$ cat src/rtl/ifid_skid_reg_pkg.sv
// Shared IF/ID pipeline types: default entry layout, NOP encoding and buffer occupancy states.
package ifid_skid_reg_pkg;

  localparam int unsigned IFID_XLEN = 32;
  localparam int unsigned IFID_ILEN = 32;

  // addi x0, x0, 0
  localparam logic [31:0] NOP_INST = 32'h0000_0013;

  typedef struct packed {
    logic [IFID_XLEN-1:0] pc;
    logic [IFID_ILEN-1:0] inst;
    logic                 pred;
  } ifid_entry_t;

  typedef enum logic [1:0] {
    ST_EMPTY = 2'd0,
    ST_ONE   = 2'd1,
    ST_FULL  = 2'd2
  } ifid_state_t;

endpackage

$ cat src/rtl/ifid_skid_reg_pipe_slot.sv
// Enable-gated register holding one IF/ID entry, with a per-instance reset value.
module pipe_slot
  import ifid_skid_reg_pkg::*;
#(
  parameter type    entry_t = ifid_entry_t,
  parameter entry_t RST_VAL = '0
) (
  input  logic   clk,
  input  logic   rst,
  input  logic   en,
  input  entry_t d,
  output entry_t q
);

  always_ff @(posedge clk or posedge rst) begin
    if (rst) begin
      q <= RST_VAL;
    end else if (en) begin
      q <= d;
    end
  end

endmodule

$ cat src/rtl/ifid_skid_reg.sv
// IF/ID boundary register: ready/valid handshake, two-entry skid buffer, flush bubble, stall counter.
module ifid_skid_reg
  import ifid_skid_reg_pkg::*;
#(
  parameter int unsigned      XLEN  = 32,
  parameter int unsigned      ILEN  = 32,
  parameter logic [ILEN-1:0]  NOP   = ILEN'(NOP_INST),
  parameter int unsigned      CNT_W = 16
) (
  input  logic             clk,
  input  logic             rst,
  input  logic             flush,
  input  logic             in_valid,
  output logic             in_ready,
  input  logic [XLEN-1:0]  in_pc,
  input  logic [ILEN-1:0]  in_inst,
  input  logic             in_pred,
  output logic             out_valid,
  input  logic             out_ready,
  output logic [XLEN-1:0]  out_pc,
  output logic [ILEN-1:0]  out_inst,
  output logic             out_pred,
  output logic [CNT_W-1:0] stall_cnt
);

  typedef struct packed {
    logic [XLEN-1:0] pc;
    logic [ILEN-1:0] inst;
    logic            pred;
  } entry_t;

  localparam entry_t          MAIN_RST = '{pc: '0, inst: NOP, pred: 1'b0};
  localparam entry_t          SKID_RST = '0;
  localparam logic [CNT_W-1:0] CNT_MAX = '1;

  ifid_state_t state;
  ifid_state_t state_d;
  entry_t      in_ent;
  entry_t      main_q;
  entry_t      main_d;
  entry_t      skid_q;
  entry_t      bubble;
  logic        main_en;
  logic        skid_en;
  logic        acc_in;
  logic        acc_out;

  assign acc_in  = in_valid & in_ready;
  assign acc_out = out_valid & out_ready;
  assign in_ent  = '{pc: in_pc, inst: in_inst, pred: in_pred};
  // An empty head keeps its PC but shows a NOP, so out_inst/out_pred need no output mux.
  assign bubble  = '{pc: main_q.pc, inst: NOP, pred: 1'b0};

  // Occupancy transitions and slot load steering.
  always_comb begin
    state_d = state;
    main_en = 1'b0;
    main_d  = in_ent;
    skid_en = 1'b0;
    case (state)
      ST_EMPTY: begin
        if (acc_in) begin
          state_d = ST_ONE;
          main_en = 1'b1;
        end
      end
      ST_ONE: begin
        if (acc_in && !acc_out) begin
          state_d = ST_FULL;
          skid_en = 1'b1;
        end else if (acc_in) begin
          main_en = 1'b1;
        end else if (acc_out) begin
          state_d = ST_EMPTY;
          main_en = 1'b1;
          main_d  = bubble;
        end
      end
      ST_FULL: begin
        if (acc_out) begin
          state_d = ST_ONE;
          main_en = 1'b1;
          main_d  = skid_q;
        end
      end
      default: state_d = ST_EMPTY;
    endcase
    if (flush) begin
      state_d = ST_EMPTY;
      main_en = 1'b1;
      main_d  = bubble;
      skid_en = 1'b0;
    end
  end

  // Handshake flags are decoded from the next state so both ports stay purely registered.
  always_ff @(posedge clk or posedge rst) begin
    if (rst) begin
      state     <= ST_EMPTY;
      in_ready  <= 1'b1;
      out_valid <= 1'b0;
      stall_cnt <= '0;
    end else begin
      state     <= state_d;
      in_ready  <= (state_d != ST_FULL);
      out_valid <= (state_d != ST_EMPTY);
      if (in_valid && !in_ready && (stall_cnt != CNT_MAX)) begin
        stall_cnt <= stall_cnt + CNT_W'(1);
      end
    end
  end

  pipe_slot #(.entry_t(entry_t), .RST_VAL(MAIN_RST)) u_main (
    .clk (clk),
    .rst (rst),
    .en  (main_en),
    .d   (main_d),
    .q   (main_q)
  );

  pipe_slot #(.entry_t(entry_t), .RST_VAL(SKID_RST)) u_skid (
    .clk (clk),
    .rst (rst),
    .en  (skid_en),
    .d   (in_ent),
    .q   (skid_q)
  );

  assign out_pc   = main_q.pc;
  assign out_inst = main_q.inst;
  assign out_pred = main_q.pred;

endmodule

$ cat config.mk
export PLATFORM = sky130hd
export DESIGN_NAME = ifid_skid_reg
export DESIGN_NICKNAME = d
export VERILOG_FILES = /design/src/rtl/ifid_skid_reg_pkg.sv /design/src/rtl/ifid_skid_reg_pipe_slot.sv /design/src/rtl/ifid_skid_reg.sv
export SDC_FILE = /design/constraint.sdc
export NUM_CORES = 1
export LEC_CHECK = 0
export CORE_AREA = 2 2 216 112
export CTS_CLUSTER_DIAMETER = 150
export DETAILED_ROUTE_END_ITERATION = 12
export DIE_AREA = 0 0 218 114
export PLACE_DENSITY = 0.6
export SLEW_MARGIN = 20
export SYNTH_ARGS = -nofsm -noshare
export SYNTH_HDL_FRONTEND = slang
export SYNTH_SLANG_ARGS = --single-unit
$ cat constraint.sdc
create_clock -name clk -period 7 [get_ports clk]
set_input_delay 1.4 -clock clk [delete_from_list [all_inputs] [get_ports clk]]
set_output_delay 1.4 -clock clk [all_outputs]
set_load 0.005 [all_outputs]
==> run metrics <==
CP startpoint kind primary input; prevailing post-synth register cell dfrtp_1; routed wire length 17,300 um; max cap viols 0; reg2reg path depth 6; most frequent cells in the layout clkdlybuf4s50_1, dfrtp_1, mux2_4, mux2_2, a22o_1; total grt overflow 0; register area 3760 um^2; Leak Pwr 4.24 nW; pre-CTS WS 3160 ps; count of final setup violators 0; Logic pwr share 27.8%; final core utilization 39.6%; count of final max-slew check failures 0; PortBufs 152; Worst-Margin Slew 1080 ps; Boundary Pins 153; sequential power share 43.0%; placed inst area 8590 um^2; setup TNS after final layout 0 ps; Num CTS Buffers 17; Crit Path Class primary input to register; HP Start u_main.q[1]; Core ar. 23,200 um^2; NetSw 0.837 mW; most common cell after layout, fill and taps aside clkdlybuf4s50_1; average size of a mapped cell 14.0 um^2; via count 4,606; synthesized area 6760 um^2; share of the clock period used by the worst path 48.4%; final hold vios 0; dpl cells 925; Clk network pwr share 29.3%; Rel. slew slack 27.8%; hold_ws 478 ps; Max H-tree Level 4; die height 114 um; FF-to-FF Start state[1]; Clock Skew 9.21 ps; post-synthesis net count 558; Max Root-Sink Buffers 2; largest net degree at the start of global routing 92; Crit. End Element register; fin area 9200 um^2; layout filler cell count 2,193; hold-fix buffers at CTS 0; worst hold path endpoint u_main.q[1]; post_cts resized 0; pwr/cell area 349 nW/um^2; synthesis-to-finish area growth 36.2%; Via density 4.82; die area 24,900 um^2; worst-path fanout max 35; fraction of layout cells with a size suffix above 1 23.4%; first-pass GRT wire length 27,100 um; routability cong. 0.812; vias in the first global route 4,792; part of the Yosys area used for sequential elements 55.6%; Req. time, crit path 7320 ps; distinct cell type count after synthesis 41; fmax 0.295 GHz; r2r setup slk 4350 ps; RSZ-0062 raised after global routing false; Max VDD drop 0.164 mV; # nets final 704; EDFF count, synth 0; number of antenna violations at the first check in global routing 1; hold depth 2; worst reg2reg endpoint u_skid.q[22]; number of setup buffers added after CTS 0; Switching Share 26.1%; CP arrival 3710 ps; Cells after Synth 483; worst skew pair latency 440 ps; ant diodes 0; Tot Pwr 3.21 mW; asr flop ratio synth 100%; Multi-input gate area 2820 um^2; cell row count 40; ANT nets after route 0; drc violations 0; clock sinks 150; Internal 2.37 mW; drt first pass iters 5; CTS tree done; minimum clock period 3390 ps; initial core utilization 29.1%; routed len/inst 18.1 um; GRT Total Usage 14.4%; Hold Crit Class register to register; non-filler cells, final 956; status finished, final reports clean; Worst-path clk slew 60 ps; die extent in x 218 um; root buf cell clkbuf_16; worst setup margin 3610 ps; dpl hpwl 11,500 um; Syn. warnings 0; Starting DRT DRC Count 225; Yosys reg bits 150
[critical path, stage by stage]
cell	delay [ps]
clkdlybuf4s50_1	540
and2_1	180
or3_4	560
buf_4	600
mux2_2	400
[cell usage after synthesis (4+ instances only)]
| library cell | instances | area share, % |
|---|---|---|
| a21oi_1 | 5 | 0.37 |
| a221o_1 | 30 | 4.4 |
| a22o_1 | 38 | 4.9 |
| and3_1 | 35 | 3.2 |
| buf_2 | 15 | 1.1 |
| buf_6 | 6 | 1.0 |
| clkbuf_1 | 10 | 0.56 |
| dfrtp_1 | 146 | 54 |
| dfstp_2 | 4 | 1.6 |
| ha_1 | 5 | 0.93 |
| inv_1 | 9 | 0.50 |
| mux2_2 | 49 | 8.2 |
| mux2_4 | 50 | 11 |
| nand2_1 | 6 | 0.33 |
| nand3_1 | 9 | 0.67 |
| nand4_1 | 7 | 0.65 |
| nor2_1 | 8 | 0.44 |
| nor4_1 | 6 | 0.56 |
| xnor2_1 | 4 | 0.52 |
| xor2_1 | 8 | 1.0 |
[cell type report]
class	instances	share of cell area (%)
flip-flops and latches	150	40.9
multi-input cells	293	30.6
repair buffers	158	17.2
clock buffers	24	5.56
well taps	315	4.29
clock inverters	7	1.01
inverters	9	0.422
[flip-flops by register name (all words and copies together) (netlist names)]
name,cells
u_skid.q,65
u_main.q,65
in_ready,1
out_valid,1
stall_cnt,16
state,2
[metal layers]
metal / GRT usage, % / wire, um / part of all wire, % / up-vias
met4: 4.76 / 227 / 1.3 / 2
met2: 20.4 / 7510 / 44 / 112
met5: 0 / 13 / 0.075 / -
li1: - / - / - / 2110
met1: 20.3 / 8540 / 49 / 2360
met3: 5.09 / 976 / 5.7 / 22
[how the worst max path moves through the flow]
stage                   start      endpoint  slack [ps]  cells after the start
global placement    out_ready  u_skid.q[31]        3200                      5
CTS                 out_ready  u_skid.q[22]        3620                      5
global route        out_ready  u_skid.q[22]        3530                      5
floorplan                 rst     out_valid        1570                      1
detailed placement  out_ready  u_skid.q[22]        3160                      5
finish              out_ready  u_skid.q[22]        3610                      5
[power groups by stage]
stage	clock network, mW	registers [mW]	logic, mW
global route	1.01	1.42	0.957
global placement	0	1.37	0.869
detailed placement	0	1.38	0.902
floorplan	0	1.34	0.499
CTS	0.966	1.38	0.904
finish	0.938	1.38	0.891
[kinds of logic after synthesis]
| logic type | after synthesis | synth area share [%] |
|---|---|---|
| AOI/OAI and AO/OA | 89 | 11.6 |
| xor gates and xnor gates | 12 | 1.56 |
| buffers and inverters | 40 | 3.17 |
| DFF | 150 | 55.6 |
| muxes | 99 | 19.3 |
| and+or+nand+nor | 88 | 7.83 |
| adders and majority gates | 5 | 0.926 |
Power figures use the tool's default switching activity.
